[src/rtl/uart_pkg.sv]
// rtl/uart_pkg.sv - shared types and constants for the configurable UART
`timescale 1ns/1ps
package uart_pkg;

  typedef enum logic [1:0] {
    PAR_NONE = 2'd0,
    PAR_EVEN = 2'd1,
    PAR_ODD  = 2'd2
  } parity_e;

  typedef enum logic [2:0] {
    IDLE   = 3'd0,
    START  = 3'd1,
    DATA   = 3'd2,
    PARITY = 3'd3,
    STOP   = 3'd4
  } tx_state_e;

  localparam int MIN_NBITS = 5;
  localparam int MAX_NBITS = 9;

  // Bound a requested data-bit count into [MIN_NBITS, max_n].
  function automatic logic [3:0] clamp_nbits(input logic [3:0] n, input int unsigned max_n);
    if (n < 4'(MIN_NBITS)) return 4'(MIN_NBITS);
    if (32'(n) > max_n) return 4'(max_n);
    return n;
  endfunction

  // Encoding 3 is an alias for "no parity".
  function automatic parity_e decode_parity(input logic [1:0] p);
    case (p)
      2'd1:    return PAR_EVEN;
      2'd2:    return PAR_ODD;
      default: return PAR_NONE;
    endcase
  endfunction

endpackage

[src/rtl/uart_tx_fifo.sv]
// rtl/uart_tx_fifo.sv - small synchronous FIFO with level/full/empty status
`timescale 1ns/1ps
module uart_tx_fifo #(
  parameter int DEPTH = 4,
  parameter int WIDTH = 9
) (
  input  logic                     clk,
  input  logic                     rst_n,
  input  logic                     push,
  input  logic [WIDTH-1:0]         wdata,
  input  logic                     pop,
  output logic [WIDTH-1:0]         rdata,
  output logic                     full,
  output logic                     empty,
  output logic [$clog2(DEPTH):0]   level
);

  localparam int AW = $clog2(DEPTH);

  logic [WIDTH-1:0] mem [DEPTH];
  logic [AW-1:0]    wr_ptr;
  logic [AW-1:0]    rd_ptr;
  logic             do_push;
  logic             do_pop;

  assign full    = (level == (AW+1)'(DEPTH));
  assign empty   = (level == '0);
  assign do_push = push && !full;
  assign do_pop  = pop && !empty;
  assign rdata   = mem[rd_ptr];

  // Pointers wrap naturally because DEPTH is a power of two.
  always_ff @(posedge clk or negedge rst_n) begin
    if (!rst_n) begin
      wr_ptr <= '0;
      rd_ptr <= '0;
      level  <= '0;
    end else begin
      if (do_push) wr_ptr <= wr_ptr + AW'(1);
      if (do_pop)  rd_ptr <= rd_ptr + AW'(1);
      case ({do_push, do_pop})
        2'b10:   level <= level + (AW+1)'(1);
        2'b01:   level <= level - (AW+1)'(1);
        default: level <= level;
      endcase
    end
  end

  // Storage needs no reset; empty/level guard against reading stale entries.
  always_ff @(posedge clk) begin
    if (do_push) mem[wr_ptr] <= wdata;
  end

endmodule

[src/rtl/uart_tx_cfg.sv]
// rtl/uart_tx_cfg.sv - runtime-configurable UART transmitter with TX FIFO
`timescale 1ns/1ps
module uart_tx_cfg
  import uart_pkg::*;
#(
  parameter int DATA_W     = 9,
  parameter int FIFO_DEPTH = 4,
  parameter int DIV_W      = 16
) (
  input  logic                          clk,
  input  logic                          rst_n,
  input  logic [DATA_W-1:0]             s_data,
  input  logic                          s_valid,
  output logic                          s_ready,
  input  logic [DIV_W-1:0]              cfg_div,
  input  logic [3:0]                    cfg_nbits,
  input  logic [1:0]                    cfg_parity,
  input  logic                          cfg_stop2,
  output logic [$clog2(FIFO_DEPTH):0]   fifo_level,
  output logic                          tx_busy,
  output logic                          uart_tx
);

  localparam int LW     = $clog2(FIFO_DEPTH) + 1;
  localparam int NB_CAP = (DATA_W < MAX_NBITS) ? DATA_W : MAX_NBITS;

  tx_state_e         state_q, state_d;
  logic [DIV_W-1:0]  cnt_q, cnt_d;
  logic [DIV_W-1:0]  div_s_q, div_s_d;
  logic [3:0]        nbits_s_q, nbits_s_d;
  parity_e           par_s_q, par_s_d;
  logic              stop2_s_q, stop2_s_d;
  logic [3:0]        bit_cnt_q, bit_cnt_d;
  logic [DATA_W-1:0] sh_q, sh_d;
  logic              acc_q, acc_d;
  logic              tx_q, tx_d;
  logic              busy_q, busy_d;

  logic              push, pop, start_frame, tick;
  logic              fifo_full, fifo_empty;
  logic [DATA_W-1:0] fifo_rdata;
  logic [LW-1:0]     level_nxt;

  assign s_ready = rst_n && !fifo_full;
  assign push    = s_valid && s_ready;
  assign uart_tx = tx_q;
  assign tx_busy = busy_q;

  uart_tx_fifo #(
    .DEPTH (FIFO_DEPTH),
    .WIDTH (DATA_W)
  ) u_fifo (
    .clk   (clk),
    .rst_n (rst_n),
    .push  (push),
    .wdata (s_data),
    .pop   (pop),
    .rdata (fifo_rdata),
    .full  (fifo_full),
    .empty (fifo_empty),
    .level (fifo_level)
  );

  // Next-state, serial output and datapath updates for the frame sequencer.
  always_comb begin
    state_d     = state_q;
    cnt_d       = cnt_q;
    div_s_d     = div_s_q;
    nbits_s_d   = nbits_s_q;
    par_s_d     = par_s_q;
    stop2_s_d   = stop2_s_q;
    bit_cnt_d   = bit_cnt_q;
    sh_d        = sh_q;
    acc_d       = acc_q;
    tx_d        = tx_q;
    pop         = 1'b0;
    start_frame = 1'b0;
    tick        = (cnt_q == '0);

    case (state_q)
      IDLE: begin
        tx_d = 1'b1;
        if (!fifo_empty) start_frame = 1'b1;
      end
      START: begin
        if (tick) begin
          state_d   = DATA;
          cnt_d     = div_s_q;
          tx_d      = sh_q[0];
          acc_d     = sh_q[0];
          sh_d      = sh_q >> 1;
          bit_cnt_d = nbits_s_q - 4'd1;
        end else begin
          cnt_d = cnt_q - DIV_W'(1);
        end
      end
      DATA: begin
        if (tick) begin
          cnt_d = div_s_q;
          if (bit_cnt_q != 4'd0) begin
            tx_d      = sh_q[0];
            acc_d     = acc_q ^ sh_q[0];
            sh_d      = sh_q >> 1;
            bit_cnt_d = bit_cnt_q - 4'd1;
          end else if (par_s_q != PAR_NONE) begin
            state_d = PARITY;
            tx_d    = (par_s_q == PAR_ODD) ? ~acc_q : acc_q;
          end else begin
            state_d   = STOP;
            tx_d      = 1'b1;
            bit_cnt_d = stop2_s_q ? 4'd1 : 4'd0;
          end
        end else begin
          cnt_d = cnt_q - DIV_W'(1);
        end
      end
      PARITY: begin
        if (tick) begin
          state_d   = STOP;
          cnt_d     = div_s_q;
          tx_d      = 1'b1;
          bit_cnt_d = stop2_s_q ? 4'd1 : 4'd0;
        end else begin
          cnt_d = cnt_q - DIV_W'(1);
        end
      end
      STOP: begin
        tx_d = 1'b1;
        if (tick) begin
          if (bit_cnt_q != 4'd0) begin
            cnt_d     = div_s_q;
            bit_cnt_d = bit_cnt_q - 4'd1;
          end else if (!fifo_empty) begin
            start_frame = 1'b1;
          end else begin
            state_d = IDLE;
          end
        end else begin
          cnt_d = cnt_q - DIV_W'(1);
        end
      end
      default: begin
        state_d = IDLE;
        tx_d    = 1'b1;
      end
    endcase

    // Frame start snapshots the configuration so mid-frame changes are ignored.
    if (start_frame) begin
      pop       = 1'b1;
      sh_d      = fifo_rdata;
      div_s_d   = cfg_div;
      cnt_d     = cfg_div;
      nbits_s_d = clamp_nbits(cfg_nbits, NB_CAP);
      par_s_d   = decode_parity(cfg_parity);
      stop2_s_d = cfg_stop2;
      tx_d      = 1'b0;
      state_d   = START;
    end

    level_nxt = fifo_level;
    if (push && !pop)      level_nxt = fifo_level + LW'(1);
    else if (pop && !push) level_nxt = fifo_level - LW'(1);

    busy_d = (state_d != IDLE) || (level_nxt != '0);
  end

  // State and datapath registers; reset parks the line high in IDLE.
  always_ff @(posedge clk or negedge rst_n) begin
    if (!rst_n) begin
      state_q   <= IDLE;
      cnt_q     <= '0;
      div_s_q   <= '0;
      nbits_s_q <= 4'(MIN_NBITS);
      par_s_q   <= PAR_NONE;
      stop2_s_q <= 1'b0;
      bit_cnt_q <= '0;
      sh_q      <= '0;
      acc_q     <= 1'b0;
      tx_q      <= 1'b1;
      busy_q    <= 1'b0;
    end else begin
      state_q   <= state_d;
      cnt_q     <= cnt_d;
      div_s_q   <= div_s_d;
      nbits_s_q <= nbits_s_d;
      par_s_q   <= par_s_d;
      stop2_s_q <= stop2_s_d;
      bit_cnt_q <= bit_cnt_d;
      sh_q      <= sh_d;
      acc_q     <= acc_d;
      tx_q      <= tx_d;
      busy_q    <= busy_d;
    end
  end

endmodule

[config.mk]
export PLATFORM = sky130hd
export DESIGN_NAME = uart_tx_cfg
export DESIGN_NICKNAME = d
export VERILOG_FILES = /design/src/rtl/uart_pkg.sv /design/src/rtl/uart_tx_fifo.sv /design/src/rtl/uart_tx_cfg.sv
export SDC_FILE = /design/constraint.sdc
export NUM_CORES = 1
export LEC_CHECK = 0
export BUFFER_PORTS_ARGS = -buffer_cell sky130_fd_sc_hd__buf_4
export CAP_MARGIN = 20
export CORE_MARGIN = 2
export CORE_UTILIZATION = 54
export CTS_CLUSTER_SIZE = 12
export DETAILED_ROUTE_END_ITERATION = 10
export GPL_TIMING_DRIVEN = 0
export PLACE_DENSITY = 0.84
export SLEW_MARGIN = 5
export SYNTH_ARGS = -nofsm -noshare
export SYNTH_HDL_FRONTEND = slang
export SYNTH_SLANG_ARGS = --single-unit
[constraint.sdc]
create_clock -name clk -period 3.28 [get_ports clk]
set_clock_uncertainty 0.05 [all_clocks]
set_input_delay 0.164 -clock clk [delete_from_list [all_inputs] [get_ports clk]]
set_output_delay 0.164 -clock clk [all_outputs]
set_load 0.005 [all_outputs]
**Yosys cells after proc, flatten, opt, wreduce, memory -nomap -nowiden**

Memories as Yosys holds them, arrays and structs flattened.
Cells that the tools add are included.

- Bitwise operators: 2
- Order comparisons: 2
- Reductions and logical operators: 29
- Add/sub/neg operators: 7
- Muxes and demuxes: 60
- Equal/unequal tests: 22

Operators with widths:

| operator | number |
|---|---|
| $mux 16 | 4 |
| $mux 4 | 11 |
| $mux 9 | 4 |
| $mux 3 | 11 |
| $pmux 16 s2 | 1 |
| $mux 1 | 21 |
| $pmux 9 s2 | 1 |
| $logic_not 16->1 | 1 |
| $pmux 4 s4 | 1 |
| $sub 16x1->16 const B | 1 |
| $ne 3x3->1 const B | 5 |
| $pmux 3 s5 | 1 |
| $ne 2x2->1 const B | 6 |
| $reduce_bool 3->1 | 4 |
| $reduce_and 4->1 | 2 |
| $reduce_bool 4->1 | 2 |
| $sub 4x1->4 const B | 2 |
| $reduce_and 7->1 | 1 |
| $eq 2x2->1 const B | 3 |
| $eq 3x2->1 const B | 2 |
| $eq 3x3->1 const B | 2 |
| $logic_and 1x1->1 | 6 |
| $logic_not 3->1 | 2 |
| $pmux 3 s2 | 1 |
| other kinds (19) | 27 |

- Memories: 1
- Flip-flop bits (word level): 65
- RAM bits: 36
- Bits of input ports: 35

Memory list:

| name | depth | bits a word | rd ports | clocked after memory_dff | write ports | RTL line | source |
|---|---|---|---|---|---|---|---|
| u_fifo.mem | 4 | 9 | 1 | 0 | 1 | uart_tx_fifo.sv:20 | `logic [WIDTH-1:0] mem [DEPTH];` |

**Logic depth before layout (Yosys ltp)**

- Depth after elaboration: 11
- Gate-level depth with buffers: 13
- Gate-level depth less buffers: 10

**Modules after synthesis**

Synthesis repeated with hierarchy kept, for this count alone.

- Cell total of the unflattened synthesis: 465
- Area total of the unflattened synthesis: 4983.5 µm²

Modules (own cells, without submodules):

| module | cells an instance | seq. area each (µm²) | times used | area each (µm²) |
|---|---|---|---|---|
| uart_tx_cfg | 380 | 1455.1 | 1 | 3245.6 |
| uart_tx_fifo | 85 | 1256.2 | 1 | 1737.9 |

**Least setup slack after synthesis**

No wires, ideal clock.

- Kind: flip-flop to flip-flop
- Start: register cnt_q[0]
- End: register u_fifo.level[2]
- Path buffers: 3
- Arrival: 2.952 ns
- Stages on the path, launching flop included: 14
- Setup slack: 0.151 ns
- Cell sequence: dfrtp_1 -> inv_1 -> ha_1 -> or3b_2 -> clkbuf_1 -> o41ai_1 -> nand2_1 -> inv_1 -> buf_2 -> buf_2 -> ha_1 -> mux2i_1 -> nor2_1 -> xor2_1

- Cells in the longest elaborated chain, start to end: 7

RTL lines:

| what | RTL line | source |
|---|---|---|
| start: declaration | uart_tx_cfg.sv:28 | `logic [DIV_W-1:0] cnt_q, cnt_d;` |
| start signal: assignment | uart_tx_cfg.sv:184 | `cnt_q <= cnt_d;` |
| $logic_not 16->1 (*) | uart_tx_cfg.sv:78 | `tick = (cnt_q == '0);` |
| $mux 1 (*) | uart_tx_cfg.sv:129 | `if (tick) begin` |
| $pmux 1 s2 (*) | uart_tx_cfg.sv:80 | `case (state_q)` |
| $mux 1 (*) | uart_tx_cfg.sv:149 | `if (start_frame) begin` |
| $logic_and 1x1->1 (*) | uart_tx_fifo.sv:29 | `assign do_pop = pop && !empty;` |
| named net u_fifo.do_pop | uart_tx_fifo.sv:24 | `logic do_pop;` |
| $eq 2x1->1 / $eq 2x2->1 (equally long branches) | uart_tx_fifo.sv:41 | `case ({do_push, do_pop})` |
| $pmux 3 s2 / $reduce_bool 2->1 (equally long branches) | - |  |
| end signal: assignment | uart_tx_fifo.sv:42 | `2'b10: level <= level + (AW+1)'(1);` |
| end signal: assignment | uart_tx_fifo.sv:43 | `2'b01: level <= level - (AW+1)'(1);` |
| end signal: assignment | uart_tx_fifo.sv:44 | `default: level <= level;` |
| end: declaration | uart_tx_fifo.sv:15 | `output logic [$clog2(DEPTH):0] level` |

Mark *: on every way through the listed nets, which the timed path passes. The rest lies on a longest branch.
A chain may end at the register's enable or synchronous reset.

**Worst setup path after layout**

Ends and elaborated chain as after synthesis.

==> impl_metrics.toml <==
[outcome]
status = "finished clean"

[drt]
wl_um = 11700
firstDrtPassIters = 5
num_vias = 3974
drc = 0
postRouteAntennaNets = 0
vias_per_cell = 6.05
avgRoutedWirePerCell_um = 17.7
detail_route.iter0.violations = 270

[critical_path]
path_class = "reg2reg"
worstReg2RegEnd = "u_fifo.level[2]"
crit_arrival_ns = 3.42
path_max_fanout = 10
reg2reg_depth = 13
r2r_start = "cnt_q[0]"
rrSetupSlack_ns = 0.07
crit_required_ns = 3.49
crit_path_end_kind = "flop"
critPathLaunchType = "flop"

[min_path]
hp-start = "cfg_div[11]"
min_path_type = "in2reg"
hold_depth = 3
hold_end = "div_s_q[11]"

[finish]
finalNonFillerCells = 657
register_area_mm2 = 0.00271
diodes = 0
area_growth_pct = 20.2
fin_area_mm2 = 0.00603
multi_input_area_mm2 = 0.00217
final_common_cell = "nand2_1"
final_cell_mix = "nand2_1, dfrtp_1, buf_4, edfxtp_1, dlygate4sd3_1"
drive_gt1_share_pct = 19.4
fill_cells = 678
nNetsFinal = 588

[floorplan]
initial_core_util_pct = 55.1
die_h_um = 100
dieArea_mm2 = 0.0101
coreArea_mm2 = 0.00911
die_x_um = 100
num_io_pins = 41
rows = 35

[clock_tree]
cts_made_buffers = 9
clkTransAtPathRegs_ns = 0.10
clock_latency_ns = 0.38
cts_tree = "built"
ctsHtreeMaxLevel = 3
cts-root-buf = "clkbuf_8"
clock_sinks = 101
cts_buffer_depth = 2

[power_and_ir_drop]
seqPwrFrac_pct = 42.8
powerDensity_mw_per_mm2 = 810
finalPower_uw = 4880
clkPwrFrac_pct = 15.7
leakagePower_uw = 0.00251
combPwrFrac_pct = 41.5
peakVddDrop_uv = 396
swShare_pct = 39.1
p_switching_uw = 1910
p_int_uw = 2970

[grt]
grt_max_degree = 67
grt_pass1_wl_um = 19600
grt_remaining_overflow = 0
antenna_found_initial = 0
grt_pass1_vias = 4017
grt_use_total_pct = 25.1

[timing]
worst_slew_pin_slew_ns = 0.862
setup_slack_ns = 0.0712
min_period_over_period_pct = 97.8
rsz0062_at_grt = "true"
setup_violations = 0
period_minus_slack_ns = 3.21
hold_violations = 0
slew_violations = 0
max_freq_mhz = 312
max_slew_margin_pct = 42.1

[yosys]
yosysWarnings = 0
synth_nets = 501
avgSynthCellArea_um2 = 11.1
synth_cell_type_count = 60
ys_seq_area_share_pct = 54.0
synth-main-ff-cell = "dfrtp_1"
synth_edf_count = 36
synth_top_area_share_pct = 30.9
synthTopCellsByArea = "dfrtp_1, edfxtp_1, nand2_1"
synth_area_mm2 = 0.00502
async_flop_share_pct = 64.4
ys_seq_elements = 101
syn_inst = 454
yosysTopAreaCell = "dfrtp_1"

[placed_design]
gp_congestion = 0.937
port_buffers = 40
pre_cts_ws_ns = -0.632
dp_cells = 606
dp_hpwl_um = 7840
placed_area_mm2 = 0.00547

[job]
max-cap-violations = 0
## flip-flops by register name (all words and copies together), names as in the netlist
signal / cells
acc_q: 1
cnt_q: 16
sh_q: 9
par_s_q: 2
u_fifo.mem: 36
u_fifo.wr_ptr: 2
uart_tx: 1
nbits_s_q: 4
u_fifo.level: 3
div_s_q: 16
tx_busy: 1
u_fifo.rd_ptr: 2
bit_cnt_q: 4
stop2_s_q: 1
state_q: 3
## stage by stage
stage                     hold slack (ns)  TNS [ns]  util (%)
after detailed placement            0.271     -5.42      60.0
after global placement              0.262     -1.54      59.9
after floorplan                    -0.182         0         -
after global routing               0.0406   -0.0650      66.2
final                              0.0225         0      66.2
after CTS                          0.0168         0      65.6
## worst max path at each step
stage / cells after the start / to / slack (ns) / startpoint
final: 13 / u_fifo.level[2] / 0.07 / cnt_q[0]
after CTS: 13 / u_fifo.level[2] / 0.02 / cnt_q[0]
after floorplan: 13 / u_fifo.level[2] / 0.15 / cnt_q[0]
after global placement: 13 / u_fifo.level[2] / -0.45 / cnt_q[0]
after global routing: 13 / u_fifo.level[2] / -0.06 / cnt_q[0]
after detailed placement: 13 / u_fifo.level[2] / -0.63 / cnt_q[0]
## power by group through the flow
stage               combinational [uW]  sequential [uW]  clock, uW
floorplan                         1430             2000          0
global placement                  1800             2070          0
detailed placement                1910             2100          0
CTS                               1970             2080        776
global route                      2240             2130        827
finish                            2030             2090        768
## Yosys cell counts (4+ instances only)
library cell / instances
o21ai_0: 19
or3_1: 5
nor4_1: 10
nor2_1: 28
nand3_1: 7
or4_1: 4
dfrtp_1: 62
ha_1: 12
a21oi_1: 10
and3_1: 4
a31oi_1: 8
o221ai_1: 4
nor3_1: 10
clkbuf_1: 7
nand2b_1: 5
xor2_1: 4
buf_2: 6
mux2i_1: 4
a221o_1: 8
inv_1: 16
nand2_1: 84
nand3b_1: 4
edfxtp_1: 36
mux2_2: 10
xnor2_1: 10
buf_1: 5
a211oi_1: 5
mux4_2: 9
## cell families after synthesis
logic type | share of synthesized area, %
AOI/OAI and AO/OA | 13.3
xor gates and xnor gates | 2.44
adders and majority gates | 2.99
buffers and inverters | 3.62
DFF | 54.0
muxes | 7.08
and+or+nand+nor | 16.5
## cell type report
| cell class | instances | area share, % |
|---|---|---|
| Buffer | 23 | 2.18 |
| Clock buffer | 10 | 2.12 |
| Clock inverter | 6 | 0.954 |
| Inverter | 16 | 0.995 |
| Multi-Input combinational cell | 314 | 35.9 |
| Sequential cell | 101 | 44.9 |
| Tap cell | 111 | 2.30 |
| Timing Repair Buffer | 76 | 10.6 |
## timing repair
item / CTS / global route
resized for setup: 5 / 5
cloned: 0 / 1
endpoints found under the setup margin: 36 / 11
pin swaps: 1 / 2
hold buffers: 30 / 0
setup buffers: 0 / 3
endpoints found under the hold margin: 126 / 0
## layer usage
| metal | part of all wire (%) | global-route usage (%) | up-vias |
|---|---|---|---|
| met3 | 5.6 | 4.18 | 35 |
| met5 | 0 | 0 | - |
| met2 | 51 | 43.5 | 155 |
| li1 | - | - | 1831 |
| met1 | 41 | 31.4 | 1953 |
| met4 | 2.8 | 10.3 | 0 |
## critical path, cell delays in order, from the launching register on
cell      delay [ns]
dfrtp_1         0.43
inv_1           0.11
ha_1            0.20
or3b_2          0.46
clkbuf_1        0.21
o41ai_4         0.37
nand2_2         0.13
inv_1           0.10
buf_4           0.21
buf_6           0.19
ha_1            0.23
mux2i_1         0.20
nor2_1          0.07
xor2_1          0.14
No activity file was read; power rests on OpenSTA's default activity.
